`src/rtl/fetch_pkg.sv`:
```
// Shared types and constants for the instruction-fetch stage and its buffers.
package fetch_pkg;

    localparam int unsigned XLEN_DEFAULT = 32;
    localparam int unsigned INSTR_W      = 32;
    localparam int unsigned PC_STEP      = 4;

    typedef struct packed {
        logic [XLEN_DEFAULT-1:0] pc;
        logic [INSTR_W-1:0]      instr;
    } fetch_entry_t;

    // Bits needed to hold an occupancy count from 0 up to and including depth.
    function automatic int unsigned cnt_w(input int unsigned depth);
        return $clog2(depth + 1);
    endfunction

endpackage

```
`src/rtl/fetch_fifo.sv`:
```
// Synchronous FIFO with single-cycle flush and an occupancy count; read data
// is the current head, valid whenever empty_o is low.
module fetch_fifo
    import fetch_pkg::*;
#(
    parameter int unsigned WIDTH = 32,
    parameter int unsigned DEPTH = 2,
    localparam int unsigned CW   = cnt_w(DEPTH)
) (
    input  logic             clk,
    input  logic             rst,
    input  logic             flush_i,
    input  logic             push_i,
    input  logic [WIDTH-1:0] wdata_i,
    input  logic             pop_i,
    output logic [WIDTH-1:0] rdata_o,
    output logic             empty_o,
    output logic             full_o,
    output logic [CW-1:0]    count_o
);

    localparam int unsigned   AW       = (DEPTH > 1) ? $clog2(DEPTH) : 1;
    localparam logic [AW-1:0] LAST_PTR = AW'(DEPTH - 1);
    localparam logic [CW-1:0] FULL_CNT = CW'(DEPTH);

    logic [WIDTH-1:0] mem_q [DEPTH];
    logic [AW-1:0]    rd_ptr_q, rd_ptr_d;
    logic [AW-1:0]    wr_ptr_q, wr_ptr_d;
    logic [CW-1:0]    count_q, count_d;
    logic             do_push, do_pop;

    function automatic logic [AW-1:0] ptr_inc(input logic [AW-1:0] p);
        return (p == LAST_PTR) ? '0 : p + AW'(1);
    endfunction

    assign empty_o = (count_q == '0);
    assign full_o  = (count_q == FULL_CNT);
    assign count_o = count_q;
    assign rdata_o = mem_q[rd_ptr_q];

    // A full FIFO may still take a push when the head leaves in the same cycle.
    assign do_pop  = pop_i && !empty_o;
    assign do_push = push_i && (!full_o || do_pop);

    always_comb begin
        // NOTE: combinational logic uses blocking '=', registers use '<=' so every flop samples pre-edge values.
        // NOTE: every *_d gets a default before any branch, so no path leaves it unassigned and no latch is inferred.
        rd_ptr_d = rd_ptr_q;
        wr_ptr_d = wr_ptr_q;
        count_d  = count_q;
        if (flush_i) begin
            rd_ptr_d = '0;
            wr_ptr_d = '0;
            count_d  = '0;
        end else begin
            if (do_push) wr_ptr_d = ptr_inc(wr_ptr_q);
            if (do_pop)  rd_ptr_d = ptr_inc(rd_ptr_q);
            case ({do_push, do_pop})
                2'b10:   count_d = count_q + CW'(1);
                2'b01:   count_d = count_q - CW'(1);
                default: count_d = count_q;
            endcase
        end
    end

    always_ff @(posedge clk) begin
        if (rst) begin
            rd_ptr_q <= '0;
            wr_ptr_q <= '0;
            count_q  <= '0;
        end else begin
            rd_ptr_q <= rd_ptr_d;
            wr_ptr_q <= wr_ptr_d;
            count_q  <= count_d;
        end
    end

    // NOTE: storage is deliberately not reset; count_q alone decides which slots hold live data.
    always_ff @(posedge clk) begin
        if (do_push && !flush_i) begin
            mem_q[wr_ptr_q] <= wdata_i;
        end
    end

endmodule

```
`src/rtl/fetch_unit.sv`:
```
// Instruction-fetch stage: owns the PC, issues credit-limited in-order memory
// requests, drops responses made stale by a redirect, and buffers {pc, instr}.
module fetch_unit
    import fetch_pkg::*;
#(
    parameter int unsigned     XLEN      = XLEN_DEFAULT,
    parameter logic [XLEN-1:0] RESET_PC  = '0,
    parameter int unsigned     BUF_DEPTH = 2
) (
    input  logic               clk,
    input  logic               rst,
    input  logic               redirect_valid_i,
    input  logic [XLEN-1:0]    redirect_pc_i,
    output logic               imem_req_valid_o,
    input  logic               imem_req_ready_i,
    output logic [XLEN-1:0]    imem_req_addr_o,
    input  logic               imem_rsp_valid_i,
    input  logic [INSTR_W-1:0] imem_rsp_data_i,
    output logic               out_valid_o,
    input  logic               out_ready_i,
    output logic [XLEN-1:0]    out_pc_o,
    output logic [INSTR_W-1:0] out_instr_o
);

    localparam int unsigned CW = cnt_w(BUF_DEPTH);
    localparam int unsigned OW = CW + 2;

    // Same layout as fetch_entry_t, but sized by this instance's XLEN.
    typedef struct packed {
        logic [XLEN-1:0]    pc;
        logic [INSTR_W-1:0] instr;
    } entry_t;

    logic [XLEN-1:0] pc_q, pc_d;
    logic [CW-1:0]   drop_q, drop_d;

    logic [XLEN-1:0] pcq_head;
    logic [CW-1:0]   pcq_count, ibuf_count;
    logic            pcq_empty, pcq_full, ibuf_empty, ibuf_full;
    entry_t          ibuf_wdata, ibuf_rdata;

    logic [OW-1:0]   occupancy;
    logic            req_fire, rsp_stale, rsp_take, out_fire;

    // Every slot is either awaiting a response (live or stale) or holding an instruction.
    assign occupancy = OW'(pcq_count) + OW'(drop_q) + OW'(ibuf_count);

    assign imem_req_valid_o = !rst && !redirect_valid_i && (occupancy < OW'(BUF_DEPTH));
    assign imem_req_addr_o  = pc_q;
    assign req_fire         = imem_req_valid_o && imem_req_ready_i;

    assign rsp_stale = imem_rsp_valid_i && (redirect_valid_i || (drop_q != '0));
    assign rsp_take  = imem_rsp_valid_i && !rsp_stale;

    assign out_valid_o = !ibuf_empty;
    assign out_fire    = out_valid_o && out_ready_i;
    assign out_pc_o    = ibuf_empty ? '0 : ibuf_rdata.pc;
    assign out_instr_o = ibuf_empty ? '0 : ibuf_rdata.instr;

    assign ibuf_wdata.pc    = pcq_head;
    assign ibuf_wdata.instr = imem_rsp_data_i;

    always_comb begin
        pc_d = pc_q;
        if (redirect_valid_i) begin
            pc_d = {redirect_pc_i[XLEN-1:2], 2'b00};
        end else if (req_fire) begin
            pc_d = pc_q + XLEN'(PC_STEP);
        end
    end

    // On redirect every unanswered request becomes stale; a response arriving
    // in that cycle already answers the oldest one.
    always_comb begin
        drop_d = drop_q;
        if (redirect_valid_i) begin
            drop_d = drop_q + pcq_count - CW'(imem_rsp_valid_i);
        end else if (imem_rsp_valid_i && (drop_q != '0)) begin
            drop_d = drop_q - CW'(1);
        end
    end

    always_ff @(posedge clk) begin
        if (rst) begin
            pc_q   <= RESET_PC;
            drop_q <= '0;
        end else begin
            pc_q   <= pc_d;
            drop_q <= drop_d;
        end
    end

    fetch_fifo #(
        .WIDTH (XLEN),
        .DEPTH (BUF_DEPTH)
    ) u_pc_queue (
        .clk     (clk),
        .rst     (rst),
        .flush_i (redirect_valid_i),
        .push_i  (req_fire),
        .wdata_i (pc_q),
        .pop_i   (rsp_take),
        .rdata_o (pcq_head),
        .empty_o (pcq_empty),
        .full_o  (pcq_full),
        .count_o (pcq_count)
    );

    // A handshake in a redirect cycle still pops; the flush then clears the rest.
    fetch_fifo #(
        .WIDTH ($bits(entry_t)),
        .DEPTH (BUF_DEPTH)
    ) u_instr_buf (
        .clk     (clk),
        .rst     (rst),
        .flush_i (redirect_valid_i),
        .push_i  (rsp_take),
        .wdata_i (ibuf_wdata),
        .pop_i   (out_fire),
        .rdata_o (ibuf_rdata),
        .empty_o (ibuf_empty),
        .full_o  (ibuf_full),
        .count_o (ibuf_count)
    );

    rsp_has_owner: assert property (@(posedge clk) disable iff (rst)
        imem_rsp_valid_i |-> ((drop_q != '0) || !pcq_empty));

    pcq_no_overflow: assert property (@(posedge clk) disable iff (rst)
        req_fire |-> !pcq_full);

    ibuf_no_overflow: assert property (@(posedge clk) disable iff (rst)
        rsp_take |-> !ibuf_full);

endmodule

```
`config.mk`:
```
export PLATFORM = sky130hd
export DESIGN_NAME = fetch_unit
export DESIGN_NICKNAME = d
export VERILOG_FILES = /design/src/rtl/fetch_pkg.sv /design/src/rtl/fetch_fifo.sv /design/src/rtl/fetch_unit.sv
export SDC_FILE = /design/constraint.sdc
export NUM_CORES = 1
export LEC_CHECK = 0
export CAP_MARGIN = 20
export CORE_ASPECT_RATIO = 0.6
export CORE_MARGIN = 4
export CORE_UTILIZATION = 25
export CTS_CLUSTER_DIAMETER = 80
export CTS_CLUSTER_SIZE = 12
export DETAILED_ROUTE_END_ITERATION = 12
export DONT_BUFFER_PORTS = 1
export SYNTH_ARGS = -nofsm -noshare
export SYNTH_HDL_FRONTEND = slang
export SYNTH_SLANG_ARGS = --single-unit
```
`constraint.sdc`:
```
create_clock -name clk -period 6.2 [get_ports clk]
set_clock_uncertainty 0.2 [all_clocks]
set_input_delay 0.62 -clock clk [delete_from_list [all_inputs] [get_ports clk]]
set_output_delay 0.62 -clock clk [all_outputs]
set_load 0.01 [all_outputs]
```
==> run metrics, run 1 <==
status finished clean; Synth Flop Type edfxtp_1; Reg clk slew, reported paths 70 ps; Num CTS Buffers 22; Mapped Cells 678; Ys Warns 0; Post-Route WL 24,300 um; FF-to-FF path depth 7; initial antenna violation count 2; Hold Crit Endpoint drop_q[1]; Synth area leaders edfxtp_1, dfxtp_1, mux2i_1; Final Cell Area 0.0109 mm^2; critical path arrival 3810 ps; Critical Path End Type register; register area share after synthesis 68.0%; Yosys reg bits 226; total negative slack 0 ps; die footprint 0.0407 mm^2; post-synth top area share 59.0%; die height 158 um; Max Cap Viol 0; Nets 788; RSZ-0062 raised after global routing no; vias per cell 4.56; storage element area 0.00637 mm^2; worst hold start redirect_valid_i; RR Startpoint u_pc_queue.count_o[1]; fill cell count 3,707; # DRC 0; first-pass GRT wire length 35,500 um; Worst EP required 6140 ps; Netlist cell types 53; clock sink count 226; Final setup viols 0; area of the multi-input gates 0.00281 mm^2; hold depth 2; vias post-DR 5,609; starting density of the core 25.6%; fmax 258 MHz; post-route minimum period 3880 ps; R2R Setup Slk 2320 ps; setup bufs post-CTS 0; Max Slew Vio Count 0; initial drt markers 385; EDFF count, synth 184; worst slew pin tran 1010 ps; Pleak 3.34 nW; asr flop ratio synth 0%; largest net degree at the start of global routing 63; number of hold buffers added after cts 37; routed len/inst 19.8 um; PortBufs 0; P&R area growth vs syn 16.7%; Core Area 0.0366 mm^2; DP Wirelength 15,700 um; GRT Total Usage 11.5%; Placed Area 0.00991 mm^2; Die W 258 um; worst hold path class input pin to register; worst r2r dst u_pc_queue.mem_q[1][20]; vias in the first global route 5,389; Final Hold Slack 34.4 ps; clk root buf clkbuf_16; period utilization 62.5%; synthesized cell area 0.00936 mm^2; Crit Path Max Fanout 30; cell taking the most area after synthesis edfxtp_1; syn avg cell area 13.8 um^2; share of cells above drive strength 1 10.1%; # IOs 168; Resized cells post-CTS 0; GP Congestion 0.783; critical path launch point type register; H-tree depth 1; slew margin rel. 32.9%; Fin. Hold Viols 0; Clock Latency Late Sink 530 ps; pwr/cell area 293 mW/mm^2; global route overflow 0; ANT nets after route 0; TritonCTS clock tree done; CTS Buffer Depth 3; row count 54; Worst VDD drop 0.198 mV; DRT Pass-1 Iters 4; WS Path Type register to register
-- where the power goes --
part	internal, mW	leakage, nW	total (mW)	switching [mW]
registers	1.70	2.03	1.76	0.0615
clock network	0.670	0.298	1.23	0.556
logic	0.0789	1.01	0.212	0.133
-- synth_stat cells (all sizes together) (14+ instances only) --
library cell	number
buf	16
inv	14
nand3	20
nor2	92
mux2	30
mux2i	62
clkbuf	23
nand2	31
dfxtp	42
edfxtp	184
nand4	16
-- cell type report --
type	instances	share of cell area, %
Timing Repair Buffer	43	3.89
Multi-Input combinational cell	402	25.7
Clock buffer	39	5.62
Inverter	14	0.481
Antenna cell	2	0.0458
Sequential cell	226	58.3
Clock inverter	1	0.149
Tap cell	504	5.77
-- kinds of logic (layout without fill, tap and decap cells) --
| family | count (synthesis) | count (layout) | synth area share (%) |
|---|---|---|---|
| fa+ha+maj | 9 | 9 | 1.28 |
| simple gates | 211 | 211 | 11.2 |
| compound gates | 68 | 68 | 5.21 |
| xor+xnor | 18 | 18 | 1.68 |
| buf+inv | 53 | 97 | 2.35 |
| mux | 92 | 92 | 10.2 |
| flops | 226 | 226 | 68.0 |
| other cells | 1 | 6 | 0.0401 |
-- metal layers --
layer	global-route usage, %	vias up	part of all wire, %
met5	0	-	0.029
met4	2.43	2	2.0
met3	3.90	29	6.6
met2	18.5	157	46
met1	15.3	2795	45
li1	-	2626	-
-- through the flow --
| stage | power, mW | cells | util (%) | setup slack, ps |
|---|---|---|---|---|
| global placement | 1.98 | 1152 | 27.1 | 2300 |
| floorplan | 1.92 | 681 | - | 1490 |
| finish | 3.20 | 1231 | 29.8 | 2320 |
| global route | 3.35 | 1230 | 29.8 | 2020 |
| detailed placement | 1.99 | 1152 | 27.1 | 2290 |
| CTS | 3.25 | 1229 | 29.8 | 2260 |
-- worst max-delay path, stage by stage (launching register included) --
cell,delay [ps]
dfxtp_1,410
inv_1,140
fa_1,510
inv_1,40
ha_1,300
nand4bb_1,570
nor2_1,470
and3_2,820
-- state kept, by name, summed over array words and instances (netlist names), named ones only --
name,count
u_instr_buf.wr_ptr_q,1
u_instr_buf.rd_ptr_q,1
u_pc_queue.count_o,2
drop_q,2
u_pc_queue.rd_ptr_q,1
u_instr_buf.mem_q,124
imem_req_addr_o,30
u_instr_buf.count_o,2
u_pc_queue.wr_ptr_q,1
u_pc_queue.mem_q,60
-- cell usage in the layout (no fill, tap or decap), drive strengths merged, types with 5 or more instances in the layout --
cell type	count
nand4	16
ha	8
nand2	31
o21ai	7
a31oi	8
a211oi	11
or3	11
o211ai	6
buf	7
dfxtp	42
clkbuf	39
edfxtp	184
mux2	30
and3	5
nand3	20
and4	7
a21oi	9
inv	14
xnor2	11
xor2	7
or4	8
mux2i	62
nor2	92
a311oi	9
nor3	5
dlygate4sd3	36
-- worst max path at each step --
stage                                startpoint                      end  slack, ps  depth (start not counted)
after floorplan           u_pc_queue.count_o[1]  u_pc_queue.mem_q[0][10]       1490                          9
after global placement    u_pc_queue.count_o[1]  u_pc_queue.mem_q[1][18]       2300                          7
after detailed placement  u_pc_queue.count_o[1]  u_pc_queue.mem_q[1][20]       2290                          7
after CTS                 u_pc_queue.count_o[1]  u_pc_queue.mem_q[1][18]       2260                          7
after global routing      u_pc_queue.count_o[1]  u_pc_queue.mem_q[1][14]       2020                          7
final                     u_pc_queue.count_o[1]  u_pc_queue.mem_q[1][20]       2320                          7
Power figures use the tool's default switching activity.
==> run 2: changes to the inputs <==
- clock period: 6.2 -> 3.58 ns (I/O delays scaled with it)
==> run metrics, run 2 (synthesis gave the netlist of run 1 again) <==
Fin. Hold Viols 0; row count 54; area of the multi-input gates 0.00283 mm^2; DRT Pass-1 Iters 5; Core Area 0.0366 mm^2; vias in the first global route 5,632; fill cell count 3,661; commonest non-fill, non-tap cell in the layout edfxtp_1; initial drt markers 373; DP Wirelength 16,300 um; Reg clk slew, reported paths 70 ps; PortBufs 0; most frequent cells in the layout edfxtp_1, nor2_1, dlygate4sd3_1; met3 routed WL 1920 um; # DRC 0; Die W 258 um; Clock Latency Late Sink 530 ps; Max Cap Viol 0; Final Hold Slack 45.8 ps; worst slew pin tran 1040 ps; Nets 841; post-route minimum period 3430 ps; final non-filler cell total 1,283; Worst VDD drop 0.286 mV; max layer used met5; status finished clean; TritonCTS clock tree done; Pleak 3.61 nW; largest net degree at the start of global routing 63; Max Slew Vio Count 0; ANT nets after route 0; max reg flops 124; Placed Area 0.0100 mm^2; vias post-DR 5,801; critical path arrival 3700 ps; clock sink count 226; initial antenna violation count 2; GP Congestion 0.763; worst hold path class input pin to register; Top reg by flops u_instr_buf.mem_q; DP Cell Count 1,162; Num CTS Buffers 22; pwr/cell area 492 mW/mm^2; H-tree depth 1; WS Path Type register to register; Post-Route WL 24,700 um; CTS Buffer Depth 3; starting density of the core 25.6%; Final setup viols 0; clk root buf clkbuf_16; fin util 31.4%; GRT Total Usage 11.7%; metal2 WL 11,100 um; die footprint 0.0407 mm^2; Final Cell Area 0.0115 mm^2; Crit Path Max Fanout 15; slew margin rel. 30.6%; first-pass GRT wire length 36,000 um; # IOs 168; critical path launch point type register; met1 WL 11,000 um; global route overflow 0; routed len/inst 19.2 um; Worst EP required 3850 ps; share of cells above drive strength 1 11.2%; die height 158 um; P&R area growth vs syn 22.8%; fmax 291 MHz; period utilization 95.9%; storage element area 0.00637 mm^2; total negative slack 0 ps; Critical Path End Type register; vias per cell 4.52
## run 2: repair_timing
action	CTS	global route
hold buffers	79	0
gates resized for setup	0	4
buffers inserted	0	1
hold endpoints to repair	115	0
endpoints found under the setup margin	0	8
## run 2: per-layer routing
layer / vias to the layer above / track usage, %
met1: 2857 / 15.5
met4: 2 / 2.89
met2: 176 / 18.5
met3: 34 / 4.22
li1: 2732 / -
met5: - / 0
## run 2: worst max-delay path: stages (launching register included)
cell and delay (ps):
dfxtp_2 380, inv_1 120, fa_1 520, inv_1 40
ha_1 310, and4bb_4 450, buf_4 260, nand4_1 130
xor2_1 170, a211oi_1 220, dlygate4sd3_1 560
## run 2: path summary, 6_finish.rpt
kind,start,to,slack (ps),cells after the start
min,imem_req_ready_i,u_pc_queue.wr_ptr_q,50,4
max reg2reg,u_pc_queue.count_o[1],imem_req_addr_o[8],150,10
min reg2reg,u_instr_buf.rd_ptr_q,register,310,2
max,u_pc_queue.count_o[1],imem_req_addr_o[8],150,10
## run 2: final cells by class
class                   instances  area share [%]
diodes                          1          0.0218
clock buffers                  40            5.56
inverters                      14           0.457
multi-input cells             402            24.6
flip-flops and latches        226            55.4
well taps                     504            5.49
repair buffers                 96            8.40
## run 2: power breakdown
group / switching [mW] / total (mW) / leakage [nW] / internal [mW]
Sequential: 0.105 / 3.05 / 2.03 / 2.95
Clock: 0.959 / 2.16 / 0.304 / 1.20
Combinational: 0.255 / 0.447 / 1.28 / 0.192
Total: 1.32 / 5.66 / 3.61 / 4.34
## run 2: stage by stage
stage                     worst slack (ps)  power, mW
final                                  148       5.66
after CTS                             43.5       5.75
after global placement                 418       3.45
after detailed placement               341       3.46
after global routing                 -8.13       5.92
after floorplan                        200       3.33
==> run 3: changes to the inputs <==
- clock period: 3.58 -> 3.6 ns (I/O delays scaled with it)
==> run metrics, run 3 (synthesis gave the netlist of run 1 again) <==
Critical Path End Type register; pwr/cell area 491 mW/mm^2; CTS Buffer Depth 3; WS Path Type register to register; starting density of the core 25.6%; clock share of power 38.4%; Pleak 3.59 nW; slew margin rel. 41.6%; Nets 840; share of cells above drive strength 1 11.3%; most frequent cells in the layout edfxtp_1, nor2_1, dlygate4sd3_1; TritonCTS clock tree done; Core Area 0.0366 mm^2; Max Cap Viol 0; Comb pwr share 7.7%; worst hold path class input pin to register; switching share of total power 23.1%; ANT nets after route 0; switching power 1.30 mW; critical path arrival 3700 ps; row count 54; DP Wirelength 16,200 um; post-route minimum period 3440 ps; PortBufs 0; period utilization 95.6%; Top reg by flops u_instr_buf.mem_q; max reg flops 124; status finished clean; vias per cell 4.53; Final setup viols 0; die footprint 0.0407 mm^2; Num CTS Buffers 22; initial drt markers 436; Die W 258 um; clk root buf clkbuf_16; initial antenna violation count 1; total negative slack 0 ps; RSZ-0062 raised after global routing no; DRT Pass-1 Iters 5; Reg clk slew, reported paths 60 ps; Cell Int Power 4.33 mW; Antenna Cells 0; critical path launch point type register; GP Congestion 0.774; P&R area growth vs syn 22.5%; Post-Route WL 24,700 um; Worst EP required 3860 ps; Fin. Hold Viols 0; GRT Total Usage 11.7%; global route overflow 0; die height 158 um; Total Power 5.63 mW; fmax 291 MHz; commonest non-fill, non-tap cell in the layout edfxtp_1; H-tree depth 1; Worst VDD drop 0.312 mV; Clock Latency Late Sink 520 ps; Seq pwr share 53.9%; clock sink count 226; worst slew pin tran 875 ps; first-pass GRT wire length 36,400 um; Crit Path Max Fanout 8; vias post-DR 5,806; vias in the first global route 5,798; largest net degree at the start of global routing 63; fill cell count 3,660; # DRC 0; # IOs 168; routed len/inst 19.3 um; Max Slew Vio Count 0
run 3: area by class of cell:
type                    count  area (um^2)  area share, %
inverters                  14         52.6          0.458
flip-flops and latches    226         6370           55.6
clock buffers              40          649           5.66
multi-input cells         402         2820           24.6
well taps                 504          631           5.50
repair buffers             95          943           8.23
run 3: worst paths after layout:
| check | start | endpoint | slack (ps) | cells after the start |
|---|---|---|---|---|
| max reg2reg | u_instr_buf.count_o[1] | imem_req_addr_o[16] | 160 | 9 |
| min reg2reg | u_instr_buf.rd_ptr_q | u_instr_buf.rd_ptr_q | 310 | 2 |
| max | u_instr_buf.count_o[1] | imem_req_addr_o[16] | 160 | 9 |
| min | redirect_pc_i[31] | imem_req_addr_o[31] | 50 | 4 |
run 3: critical path, cell delays in order (launching register included):
cell,delay (ps)
dfxtp_1,430
inv_1,80
fa_1,480
inv_1,40
ha_1,310
and4bb_4,430
nand2_1,120
or4_1,540
a31oi_1,180
dlygate4sd3_1,560
run 3: stage by stage:
stage	instances	util (%)	instance area, um^2	hold slack [ps]	worst slack [ps]
after floorplan	681	-	9390	259	220
after global placement	1162	27.4	10000	247	455
after detailed placement	1162	27.4	10000	247	309
after CTS	1280	31.3	11500	32.9	41.8
after global routing	1281	31.3	11500	51.0	17.1
final	1281	31.3	11500	54.7	160
run 3: what timing repair did:
item / 4_1_cts / 5_1_grt
hold buffers: 78 / 0
setup endpoints to repair: 0 / 4
hold endpoints to repair: 98 / 0
buffers inserted: 0 / 1
gates resized for setup: 0 / 4
run 3: power groups by stage:
stage	Combinational, mW	Sequential, mW	Clock, mW
final	0.436	3.03	2.16
after global routing	0.484	3.05	2.35
after CTS	0.439	3.04	2.25
after detailed placement	0.344	3.09	0
after global placement	0.338	3.09	0
after floorplan	0.261	3.05	0
run 3: per-layer routing:
| metal | vias up | wire length, um | global-route usage [%] |
|---|---|---|---|
| met5 | - | 13 | 0 |
| met4 | 2 | 443 | 2.27 |
| met3 | 29 | 2010 | 4.35 |
| met2 | 161 | 11400 | 19.0 |
| met1 | 2889 | 10800 | 15.3 |
| li1 | 2725 | - | - |
